$ cat src/rtl/cp0_exception_ctrl.sv
// cp0_exception_ctrl: MEM-side exception entry / ERET sequencer.
// Drives the CP0 write vector, pipeline flush and PC redirect.
module cp0_exception_ctrl #(
   parameter logic [31:0] EXC_VECTOR   = 32'hBFC00380,
   parameter int          FLUSH_CYCLES = 2,
   parameter int          SYNC_STAGES  = 2
) (
   input  logic        clk,
   input  logic        rst,
   input  logic        inst_valid,
   input  logic [31:0] pc_m,
   input  logic        in_delay_slot,
   input  logic        adel_if,
   input  logic        ri,
   input  logic        ov,
   input  logic        syscall,
   input  logic        brk,
   input  logic        adel_ld,
   input  logic        ades_st,
   input  logic [31:0] mem_addr,
   input  logic        eret,
   input  logic        status_ie,
   input  logic        status_exl,
   input  logic [7:0]  status_im,
   input  logic [5:0]  hw_int,
   input  logic [1:0]  sw_int,
   input  logic [31:0] epc_cur,
   output logic [31:0] we,
   output logic [4:0]  Exception_code,
   output logic        EXL,
   output logic [31:0] epc,
   output logic [31:0] BADADDR,
   output logic        Branch_delay,
   output logic [5:0]  hardware_interruption,
   output logic        flush,
   output logic        redirect_valid,
   output logic [31:0] redirect_pc,
   output logic        busy
);

   typedef enum logic [1:0] {IDLE, COMMIT, ERET_C, FLUSH} state_t;

   localparam logic [2:0] FLUSH_LAST = 3'(FLUSH_CYCLES - 1);

   state_t                       state_q, state_d;
   logic [2:0]                   cnt_q, cnt_d;
   logic [SYNC_STAGES-1:0][5:0]  sync_q;
   logic                         addr_q;

   logic        int_req;
   logic        exc_hit;
   logic        addr_exc;
   logic [4:0]  exc_code;
   logic [31:0] exc_bad;
   logic        take_exc;
   logic        take_eret;

   assign hardware_interruption = sync_q[SYNC_STAGES-1];

   assign int_req = inst_valid & status_ie & ~status_exl &
                    (|({hardware_interruption, sw_int} & status_im));

   always_comb begin
      exc_hit  = 1'b1;
      addr_exc = 1'b0;
      exc_code = 5'h00;
      exc_bad  = '0;
      priority case (1'b1)
         int_req:              exc_code = 5'h00;
         inst_valid & adel_if: begin
            exc_code = 5'h04;
            addr_exc = 1'b1;
            exc_bad  = pc_m;
         end
         inst_valid & ri:      exc_code = 5'h0A;
         inst_valid & ov:      exc_code = 5'h0C;
         inst_valid & syscall: exc_code = 5'h08;
         inst_valid & brk:     exc_code = 5'h09;
         inst_valid & adel_ld: begin
            exc_code = 5'h04;
            addr_exc = 1'b1;
            exc_bad  = mem_addr;
         end
         inst_valid & ades_st: begin
            exc_code = 5'h05;
            addr_exc = 1'b1;
            exc_bad  = mem_addr;
         end
         default:              exc_hit = 1'b0;
      endcase
   end

   // sources are only honoured in IDLE; everything else is being flushed
   assign take_exc  = (state_q == IDLE) & exc_hit;
   assign take_eret = (state_q == IDLE) & ~exc_hit & eret & inst_valid;
   assign busy      = (state_q != IDLE);

   always_comb begin
      state_d        = state_q;
      cnt_d          = cnt_q;
      we             = '0;
      flush          = 1'b0;
      redirect_valid = 1'b0;
      redirect_pc    = '0;
      unique case (state_q)
         IDLE: begin
            if (take_exc)       state_d = COMMIT;
            else if (take_eret) state_d = ERET_C;
         end
         COMMIT: begin
            we             = {17'b0, 3'b111, 3'b0, addr_q, 8'b0};
            flush          = 1'b1;
            redirect_valid = 1'b1;
            redirect_pc    = EXC_VECTOR;
            cnt_d          = 3'd1;
            state_d        = (FLUSH_CYCLES > 1) ? FLUSH : IDLE;
         end
         ERET_C: begin
            we             = 32'h0000_1000;
            flush          = 1'b1;
            redirect_valid = 1'b1;
            redirect_pc    = epc_cur;
            cnt_d          = 3'd1;
            state_d        = (FLUSH_CYCLES > 1) ? FLUSH : IDLE;
         end
         FLUSH: begin
            flush = 1'b1;
            if (cnt_q >= FLUSH_LAST) begin
               cnt_d   = '0;
               state_d = IDLE;
            end else begin
               cnt_d = cnt_q + 3'd1;
            end
         end
         default: state_d = IDLE;
      endcase
   end

   always_ff @(posedge clk or negedge rst) begin
      if (!rst) begin
         state_q        <= IDLE;
         cnt_q          <= '0;
         sync_q         <= '0;
         addr_q         <= 1'b0;
         Exception_code <= '0;
         EXL            <= 1'b0;
         epc            <= '0;
         BADADDR        <= '0;
         Branch_delay   <= 1'b0;
      end else begin
         state_q <= state_d;
         cnt_q   <= cnt_d;
         sync_q  <= {sync_q[SYNC_STAGES-2:0], hw_int};
         if (take_exc) begin
            addr_exc_cap: begin
               addr_q         <= addr_exc;
               Exception_code <= exc_code;
               EXL            <= 1'b1;
               epc            <= in_delay_slot ? pc_m - 32'd4 : pc_m;
               BADADDR        <= exc_bad;
               Branch_delay   <= in_delay_slot;
            end
         end else if (take_eret) begin
            EXL <= 1'b0;
         end
      end
   end

endmodule

$ cat config.mk
export PLATFORM = sky130hd
export DESIGN_NAME = cp0_exception_ctrl
export DESIGN_NICKNAME = d
export VERILOG_FILES = /design/src/rtl/cp0_exception_ctrl.sv
export SDC_FILE = /design/constraint.sdc
export NUM_CORES = 1
export LEC_CHECK = 0
export CORE_ASPECT_RATIO = 0.6
export CORE_MARGIN = 2
export CORE_UTILIZATION = 30
export DETAILED_ROUTE_END_ITERATION = 8
export GPL_ROUTABILITY_DRIVEN = 0
export PLACE_DENSITY = 0.64
export SYNTH_ARGS = -nofsm -noshare
export SYNTH_HDL_FRONTEND = slang
export SYNTH_SLANG_ARGS = --single-unit
$ cat constraint.sdc
create_clock -name clk -period 2.23 [get_ports clk]
set_input_delay 0.446 -clock clk [delete_from_list [all_inputs] [get_ports clk]]
set_output_delay 0.446 -clock clk [all_outputs]
set_load 0.01 [all_outputs]
**Yosys cells after proc, flatten, opt, wreduce, memory -nomap -nowiden**

Index checks and enable logic that the tools add are counted.
Widths: inputs -> output; s select.

- Register bits after elaboration: 89
- Bits in latches: 0
- RAM bits: 0
- Memory bits (read-only): 0
- Input port bits: 126
- Output and inout bits: 144
- Memories kept: 0

- Add/sub/neg operators: 2
- $mul: 0
- Divide/modulo/power cells: 0
- Magnitude comparators: 1
- Eq/ne operators: 5
- Shift-type cells: 0
- Muxes and demuxes: 43
- Bitwise logic cells: 17
- Reduce and logical (&&, ||, !) cells: 8

Operators with widths:

| operator | count |
|---|---|
| $mux 32 | 9 |
| $pmux 32 s2 | 1 |
| $sub 32x3->32 const B | 1 |
| $pmux 15 s2 | 1 |
| $mux 4 | 6 |
| $mux 1 | 18 |
| $and 1x1->1 | 14 |
| $mux 3 | 3 |
| $and 8x8->8 | 1 |
| $reduce_or 8->1 | 1 |
| $mux 2 | 3 |
| $pmux 2 s3 | 1 |
| $pmux 3 s2 | 1 |
| $reduce_bool 2->1 | 3 |
| $eq 2x2->1 const B | 2 |
| $add 3x1->3 const B | 1 |
| $ge 3x1->1 const B | 1 |
| $ne 3x3->1 const B | 1 |
| $reduce_or 3->1 | 1 |
| $eq 2x1->1 const B | 1 |
| $logic_not 2->1 | 1 |
| $ne 2x2->1 const B | 1 |
| $not 1->1 | 2 |
| $reduce_and 2->1 | 1 |
| $reduce_or 2->1 | 1 |

**Logic depth before layout (Yosys ltp)**

Gate-level depths: netlist of the first run.

- Word-level depth: 16
- Gate-level depth with buffers: 8
- Mapped depth without buffers: 7

**Worst setup path before layout of the first run**

OpenSTA, ideal clock, no wires.

- Path kind: input port to flip-flop
- Start: input sw_int[1]
- End: register Exception_code[0]
- Library setup time: 125 ps
- Arrival: 2041 ps
- Slack: 64 ps
- Stages: 6
- Buffers on the path: 1
- Path through: a22oi_1 > nand4_1 > and2_4 > o41ai_4 > buf_6 > mux2_2

- Word-level cells in the longest chain between the ends: 5
- Elaborated cells between the ends (all ways): 6
- Classes of those cells: 2 x mux; 3 x bitwise; 1 x reduce/logical

RTL lines:

| item | line | text |
|---|---|---|
| start, declared | 26 | `input logic [1:0] sw_int,` |
| $and 8x8->8 (*) | 61 | `(\|({hardware_interruption, sw_int} & status_im));` |
| $reduce_or 8->1 (*) | 61 |  |
| $and 1x1->1 (*) | 60 | `assign int_req = inst_valid & status_ie & ~status_exl &` |
| $mux 1 | 68 | `priority case (1'b1)` |
| $and 1x1->1 | 94 | `assign take_exc = (state_q == IDLE) & exc_hit;` |
| end signal, assigned | 157 | `Exception_code <= exc_code;` |
| end, declared | 29 | `output logic [4:0] Exception_code,` |

Every way passes the cells marked *; elsewhere a longest branch is shown, timed or not.
A chain may end at the register's enable or synchronous reset.

**Worst setup path in the final report of the first run**

- Start: input ri
- End: register epc[27]

- Word-level cells in the longest chain between the ends: 5

RTL lines:

| item | line | text |
|---|---|---|
| start, declared | 14 | `input logic ri,` |
| $and 1x1->1 | 75 | `inst_valid & ri: exc_code = 5'h0A;` |
| $mux 1 (3 in series) | 68 |  |
| $and 1x1->1 | 94 |  |
| end signal, assigned | 159 | `epc <= in_delay_slot ? pc_m - 32'd4 : pc_m;` |
| end, declared | 31 | `output logic [31:0] epc,` |

Every way passes these cells.

==> flow_metrics.env, run 1 <==
export IMPL_grt_start_max_net_pins=42
export IMPL_signal_arrival_time_at_the_worst_endpoint_ps=2470
export IMPL_ys_top_cells_by_area="sky130_fd_sc_hd__dfrtp_1, sky130_fd_sc_hd__mux2_2, sky130_fd_sc_hd__buf_4, sky130_fd_sc_hd__mux2i_1, sky130_fd_sc_hd__o2bb2ai_1"
export IMPL_irDropWorstVdd_v=0.000515
export IMPL_tritoncts="done"
export IMPL_via_count=4569
export IMPL_synthToLayoutAreaGrowth_pct=77.3
export IMPL_die_area_sq_mm=0.0175
export IMPL_floorplan_io_pins=270
export IMPL_clockBufferDepth=2
export IMPL_final_max_slew_violation_count=0
export IMPL_yosys_cell_count_top_type="sky130_fd_sc_hd__dfrtp_1"
export IMPL_clock_root_buffer="sky130_fd_sc_hd__clkbuf_16"
export IMPL_cp_data_required_time_ps=2450
export IMPL_cts_sinks=88
export IMPL_ys_async_sr_fraction_pct=100
export IMPL_drt_wl_total_um=17500
export IMPL_synthesis_area_sq_mm=0.00492
export IMPL_most_instantiated_flip_flop_cell_in_the_synthesis_netlist="sky130_fd_sc_hd__dfrtp_1"
export IMPL_post_synthesis_cell_count=446
export IMPL_core_area_sq_mm=0.0161
export IMPL_final_critical_path_setup_slack_ps=-13.4
export IMPL_drt_initial_drc_count=148
export IMPL_drt_first_pass_iters=4
export IMPL_setup_viol_count_final=3
export IMPL_drt_antenna_violating_nets=0
export IMPL_timing_reg2reg_setup_slack_ps=50
export IMPL_violations="setup timing"
export IMPL_post_layout_total_power_w=0.00945
export IMPL_numCtsBuffers=9
export IMPL_h_tree_depth=3
export IMPL_powerDensity_mw_per_mm2=1080
export IMPL_finClkSkew_ps=11.7
export IMPL_drc=0
export IMPL_dp_cells=941
export IMPL_multi_input_gate_area_in_the_final_layout_sq_mm=0.00262
export IMPL_routed_via_density=4.70
export IMPL_place_detailed_hpwl_um=12700
export IMPL_die_height_um=103
export IMPL_synth_lib_cells_used_distinct=49
export IMPL_static_leakage_power_nw=4.03
export IMPL_run_status="finished with violations"
export IMPL_fin_nets=891
export IMPL_final_cell_count_no_fill=972
export IMPL_path_clk_slew_ps=70
export IMPL_num_rows=36
export IMPL_number_of_enable_flip_flop_cells_after_synthesis=0
export IMPL_dp_worst_setup_slack_ps=-603
export IMPL_grt_setup_unrepaired="yes"
export IMPL_slew_headroom_pct=58.7
export IMPL_cts_hold_fix_buffers=0
export IMPL_drive_gt1_share_pct=24.1
export IMPL_num_antenna_cells=0
export IMPL_syn_avg_cell_area_sq_um=11.0
export IMPL_totalNegativeSetupSlack_ps=-30.9
export IMPL_timing_critical_path_cells="clkdlybuf4s50_1 -> o41a_1 -> o41ai_4 -> buf_6 -> buf_12 -> clkbuf_16 -> mux2_4"
export IMPL_antenna_violations_before_repair=0
export IMPL_synthDominantCellAreaShare_pct=44.8
export IMPL_critical_path_startpoint_type="input pin"
export IMPL_first_global_vias=4644
export IMPL_finalCritPeriodShare_pct=101
export IMPL_layout_core_utilization_pct=54.1
export IMPL_synth_warning_count=0
export IMPL_netlist_top_cells_count="sky130_fd_sc_hd__dfrtp_1, sky130_fd_sc_hd__mux2_2, sky130_fd_sc_hd__buf_4"
export IMPL_yosysSeqAreaShare_pct=44.8
export IMPL_timing_final_hold_violations=0
export IMPL_crit_path_max_fanout=5
export IMPL_grt_pass1_wl_um=25900
export IMPL_synth_top_cell_by_area="sky130_fd_sc_hd__dfrtp_1"
export IMPL_worst_skew_pair_late_latency_ps=340
export IMPL_global_route_overflow_total=0
export IMPL_number_of_maximum_capacitance_violations=0
export IMPL_globalRouteTotalUtil_pct=19.4
export IMPL_wire_per_inst_um=18.0
export IMPL_max_freq_mhz=446
export IMPL_tightestPinTransition_ps=619
export IMPL_nFillCells=1400
export IMPL_synth_seq_cells=88
export IMPL_worstHoldPathType="input pin to async pin"
export IMPL_die_width_um=169
export IMPL_crit_path_top_delay_cell="sky130_fd_sc_hd__o41a_1"
export IMPL_critical_path_class="input pin to flip-flop"
export IMPL_worst_path_largest_cell_delay_ps=460
export IMPL_initial_utilization_pct=30.5
export IMPL_post_route_min_period_ps=2240
export IMPL_port_buffer_cells=240
export IMPL_sequential_cell_area_sq_mm=0.00220
export IMPL_setup_worst_path_end_class="flip-flop"
[layout by cell type, fill, tap and decap left out, types with 3 or more instances in the layout]
master                            Yosys  final
sky130_fd_sc_hd__buf_12               0      4
sky130_fd_sc_hd__ha_1                 7      4
sky130_fd_sc_hd__xnor2_1              8      8
sky130_fd_sc_hd__inv_1                8      5
sky130_fd_sc_hd__mux2_4               0     17
sky130_fd_sc_hd__dlygate4sd2_1        0     34
sky130_fd_sc_hd__nor4_4               0      4
sky130_fd_sc_hd__nor3_1               9      8
sky130_fd_sc_hd__clkbuf_16            0     12
sky130_fd_sc_hd__nor2b_1             12     12
sky130_fd_sc_hd__mux2i_1             28     28
sky130_fd_sc_hd__nor4_1              12      6
sky130_fd_sc_hd__o2bb2ai_1           28     28
sky130_fd_sc_hd__nor4_2               1      3
sky130_fd_sc_hd__xor2_1              21     21
sky130_fd_sc_hd__nand3_1              7      6
sky130_fd_sc_hd__or3_1                5      3
sky130_fd_sc_hd__buf_4               38     75
sky130_fd_sc_hd__buf_6                6      7
sky130_fd_sc_hd__nand2_1             26     26
sky130_fd_sc_hd__o21ai_0              3      3
sky130_fd_sc_hd__and2_1              21     20
sky130_fd_sc_hd__clkdlybuf4s50_1      0    190
sky130_fd_sc_hd__or4_4                1      3
sky130_fd_sc_hd__dfrtp_1             88     88
sky130_fd_sc_hd__nor2_1              10     10
sky130_fd_sc_hd__a22oi_2              0      3
sky130_fd_sc_hd__conb_1               1     29
sky130_fd_sc_hd__mux2_2              39     24
sky130_fd_sc_hd__a21oi_1             20     18
sky130_fd_sc_hd__dlymetal6s2s_1       0     14
[area by class of cell]
cell class	count	area share, %
Clock inverter	6	0.861
Inverter	8	0.387
Timing Repair Buffer	332	37.7
Sequential cell	88	25.3
Clock buffer	10	2.74
Multi-Input combinational cell	319	30.1
Tap cell	209	3.00
[per-stage QoR]
step / hold WS (ps) / area (sq um)
floorplan: 150 / 5020
global placement: 333 / 7890
detailed placement: 340 / 7890
CTS: 124 / 8410
global route: 148 / 8720
finish: 106 / 8720
[kinds of logic after synthesis]
logic type	synth area share [%]
other cells	0.0762
mux	15.1
buf+inv	9.01
simple gates	13.8
xor+xnor	5.16
fa+ha+maj	1.78
flops	44.8
compound gates	10.4
[registers in the layout, indices dropped and copies added, names as in the netlist]
signal                 count
BADADDR                   32
sync_q                     6
epc                       32
Exception_code             4
EXL                        1
addr_q                     1
Branch_delay               1
hardware_interruption      6
state_q                    2
cnt_q                      3
[what timing repair did]
action | in CTS | in global routing
cloned | 4 | 3
pin swaps | 5 | 12
setup endpoints to repair | 82 | 49
endpoints found under the hold margin | 0 | 0
gates resized for setup | 61 | 56
buffers inserted | 8 | 1
[critical path: cells and delay by family]
family,cells,cell delay [ps]
AOI/OAI and AO/OA,2,820
buffers and inverters,4,910
muxes,1,290
[worst paths after layout]
path / from / to / depth (start not counted)
min: rst / BADADDR[6] / 1
min in group clk: sync_q[3] / hardware_interruption[3] / 0
max in group asynchronous: rst / epc[9] / 2
max reg2reg: hardware_interruption[0] / epc[27] / 8
max: ri / epc[27] / 7
min reg2reg: sync_q[3] / hardware_interruption[3] / 0
[report_power, final]
group / switching [W] / leakage (nW) / internal, W
combinational: 0.00213 / 2.80 / 0.00308
clock: 0.000686 / 0.152 / 0.000918
sequential: 0.000399 / 1.09 / 0.00223
[routing by layer]
metal	global-route usage, %	vias to the layer above	part of all wire [%]
met5	0	-	0
met4	4.47	0	1.1
met3	4.22	16	5.1
met2	30.5	140	45
met1	27.5	2264	48
li1	-	2149	-
(Power assumes the default switching activity.)
==> run 2: changes to the inputs <==
- PLACE_DENSITY: 0.64 -> 0.62
- clock period: 2.23 -> 2.6 ns (I/O delays scaled with it)
==> run 2 against run 1 <==
Effect of this change:
- the run now ends clean
- clock skew shrank 1.6 ps
- sequential power shrank 15%
- worst hold slack gained 76 ps
- critical path type is now flip-flop to output port
- largest cell class unchanged
- largest power group unchanged
==> flow_metrics.env, run 2 (synthesized netlist as in run 1, its figures left out) <==
export IMPL_run_status="finished clean"
export IMPL_worst_hold_slack_ps=182
export IMPL_synthToLayoutAreaGrowth_pct=65.1
export IMPL_critical_path_top_delay_family="buffers and inverters"
export IMPL_layout_cells_most_common="sky130_fd_sc_hd__clkdlybuf4s50_1"
export IMPL_globalRouteMet2Util_pct=28.4
export IMPL_num_rows=36
export IMPL_drt_wl_total_um=16500
export IMPL_finalCritPeriodShare_pct=99.4
export IMPL_setup_worst_path_end_class="output port"
export IMPL_critical_path_class="flip-flop to output port"
export IMPL_cts_hold_fix_buffers=0
export IMPL_drive_gt1_share_pct=18.1
export IMPL_timing_final_hold_violations=0
export IMPL_finClkSkew_ps=10.0
export IMPL_post_cts_setup_buffers=0
export IMPL_drt_initial_drc_count=149
export IMPL_numCtsBuffers=9
export IMPL_crit_path_max_fanout=10
export IMPL_first_global_vias=4419
export IMPL_clock_root_buffer="sky130_fd_sc_hd__clkbuf_16"
export IMPL_grt_pass1_wl_um=24900
export IMPL_setup_viol_count_final=0
export IMPL_die_area_sq_mm=0.0175
export IMPL_number_of_maximum_capacitance_violations=0
export IMPL_grt_start_max_net_pins=45
export IMPL_grt_setup_unrepaired="yes"
export IMPL_max_freq_mhz=387
export IMPL_antenna_violations_before_repair=1
export IMPL_totalNegativeSetupSlack_ps=0
export IMPL_worstHoldPathType="input pin to async pin"
export IMPL_layout_core_utilization_pct=50.4
export IMPL_globalRouteTotalUtil_pct=18.7
export IMPL_wire_per_inst_um=17.6
export IMPL_clockBufferDepth=2
export IMPL_powerDensity_mw_per_mm2=962
export IMPL_critical_path_startpoint_type="flip-flop"
export IMPL_cts_sinks=88
export IMPL_signal_arrival_time_at_the_worst_endpoint_ps=2060
export IMPL_post_route_min_period_ps=2580
export IMPL_sequential_cell_area_sq_mm=0.00220
export IMPL_floorplan_io_pins=270
export IMPL_drt_antenna_violating_nets=0
export IMPL_multi_input_gate_area_in_the_final_layout_sq_mm=0.00241
export IMPL_worst_path_largest_cell_delay_ps=550
export IMPL_layout_common_cells="sky130_fd_sc_hd__clkdlybuf4s50_1, sky130_fd_sc_hd__dfrtp_1, sky130_fd_sc_hd__buf_4"
export IMPL_registers_with_the_most_flip_flops="BADADDR (32), epc (32)"
export IMPL_tritoncts="done"
export IMPL_irDropWorstVdd_v=0.000478
export IMPL_drt_first_pass_iters=4
export IMPL_core_area_sq_mm=0.0161
export IMPL_static_leakage_power_nw=3.50
export IMPL_nFillCells=1461
export IMPL_final_max_slew_violation_count=0
export IMPL_drc=0
export IMPL_timing_critical_path_cells="inv_2 -> ha_2 -> buf_4 -> a21oi_1 -> nor2b_1 -> clkdlybuf4s50_1"
export IMPL_timing_critical_path_buf_inv=3
export IMPL_path_clk_slew_ps=70
export IMPL_routed_via_density=4.64
export IMPL_global_route_overflow_total=0
export IMPL_fin_nets=859
export IMPL_dp_worst_setup_slack_ps=-304
export IMPL_place_detailed_hpwl_um=12900
export IMPL_num_antenna_cells=0
export IMPL_slew_headroom_pct=58.3
export IMPL_final_critical_path_setup_slack_ps=16.3
export IMPL_crit_path_top_delay_cell="sky130_fd_sc_hd__clkdlybuf4s50_1"
export IMPL_initial_utilization_pct=30.5
export IMPL_use_met1_pct=26.7
export IMPL_via_count=4359
export IMPL_worst_skew_pair_late_latency_ps=340
export IMPL_die_width_um=169
export IMPL_tightestPinTransition_ps=625
export IMPL_port_buffer_cells=240
export IMPL_globalRoute_busiestLayer="met2"
export IMPL_h_tree_depth=3
export IMPL_global_route_track_usage_on_met3_pct=5.18
export IMPL_cp_data_required_time_ps=2080
export IMPL_die_height_um=103
==> run 2: changes by cell type in the layout (fill, tap and decap cells not counted), sizes merged, moves of 2 or more <==
cell           change
clkdlybuf4s50     +42
clkinvlp           -2
buf               -28
dlygate4sd2       -34
clkbuf             -3
dlymetal6s2s       -7
==> run 2: layout make-up <==
cell class              instances  share of cell area (%)
inverters                       8                   0.370
multi-input cells             319                    29.6
clock inverters                 6                    1.20
repair buffers                300                    35.5
flip-flops and latches         88                    27.1
well taps                     209                    3.22
clock buffers                  10                    2.94
==> run 2: worst paths after layout <==
| path | startpoint | endpoint | slack [ps] | cells after the start |
|---|---|---|---|---|
| worst max register to register | hardware_interruption[1] | epc[18] | 300 | 6 |
| worst min-delay path | rst | BADADDR[17] | 180 | 1 |
| worst min register to register | sync_q[4] | hardware_interruption[4] | 350 | 0 |
| min in group clk | sync_q[4] | hardware_interruption[4] | 350 | 0 |
| max in group asynchronous | rst | BADADDR[19] | 1770 | 2 |
| worst max-delay path | state_q[0] | redirect_pc[25] | 20 | 6 |
==> run 2: timing repair <==
item                       in CTS  in global routing
resized for setup               1                 17
setup endpoints to repair      13                 46
gates cloned                    0                  1
==> run 2: metrics by stage <==
step | area (sq um) | instances | total power [W]
global placement | 7730 | 923 | 0.00620
global route | 8120 | 940 | 0.00821
finish | 8120 | 940 | 0.00781
CTS | 8070 | 939 | 0.00781
detailed placement | 7730 | 923 | 0.00628
floorplan | 5020 | 474 | 0.00406
==> run 2: power by group <==
part / switching, W / internal (W) / total (W)
sequential: 0.000330 / 0.00191 / 0.00224
combinational: 0.00170 / 0.00239 / 0.00409
clock: 0.000597 / 0.000885 / 0.00148
==> run 2: per-layer routing <==
metal	wire (um)	vias up
met5	0	-
met4	131	0
met3	919	10
met2	7180	144
met1	8280	2118
li1	-	2087
==> run 2: worst reg2reg max path: stages, from the launching register on <==
cell and delay (ps):
sky130_fd_sc_hd__dfrtp_1 390, sky130_fd_sc_hd__a22oi_1 280, sky130_fd_sc_hd__nand4_1 190, sky130_fd_sc_hd__and2_4 190, sky130_fd_sc_hd__o41ai_4 400, sky130_fd_sc_hd__buf_4 360, sky130_fd_sc_hd__mux2_2 390
==> run 3: changes to the inputs <==
- TNS_END_PERCENT: not set -> 100
==> results of run 3 <==
Final layout, timing and power as in run 2 (identical DEF).
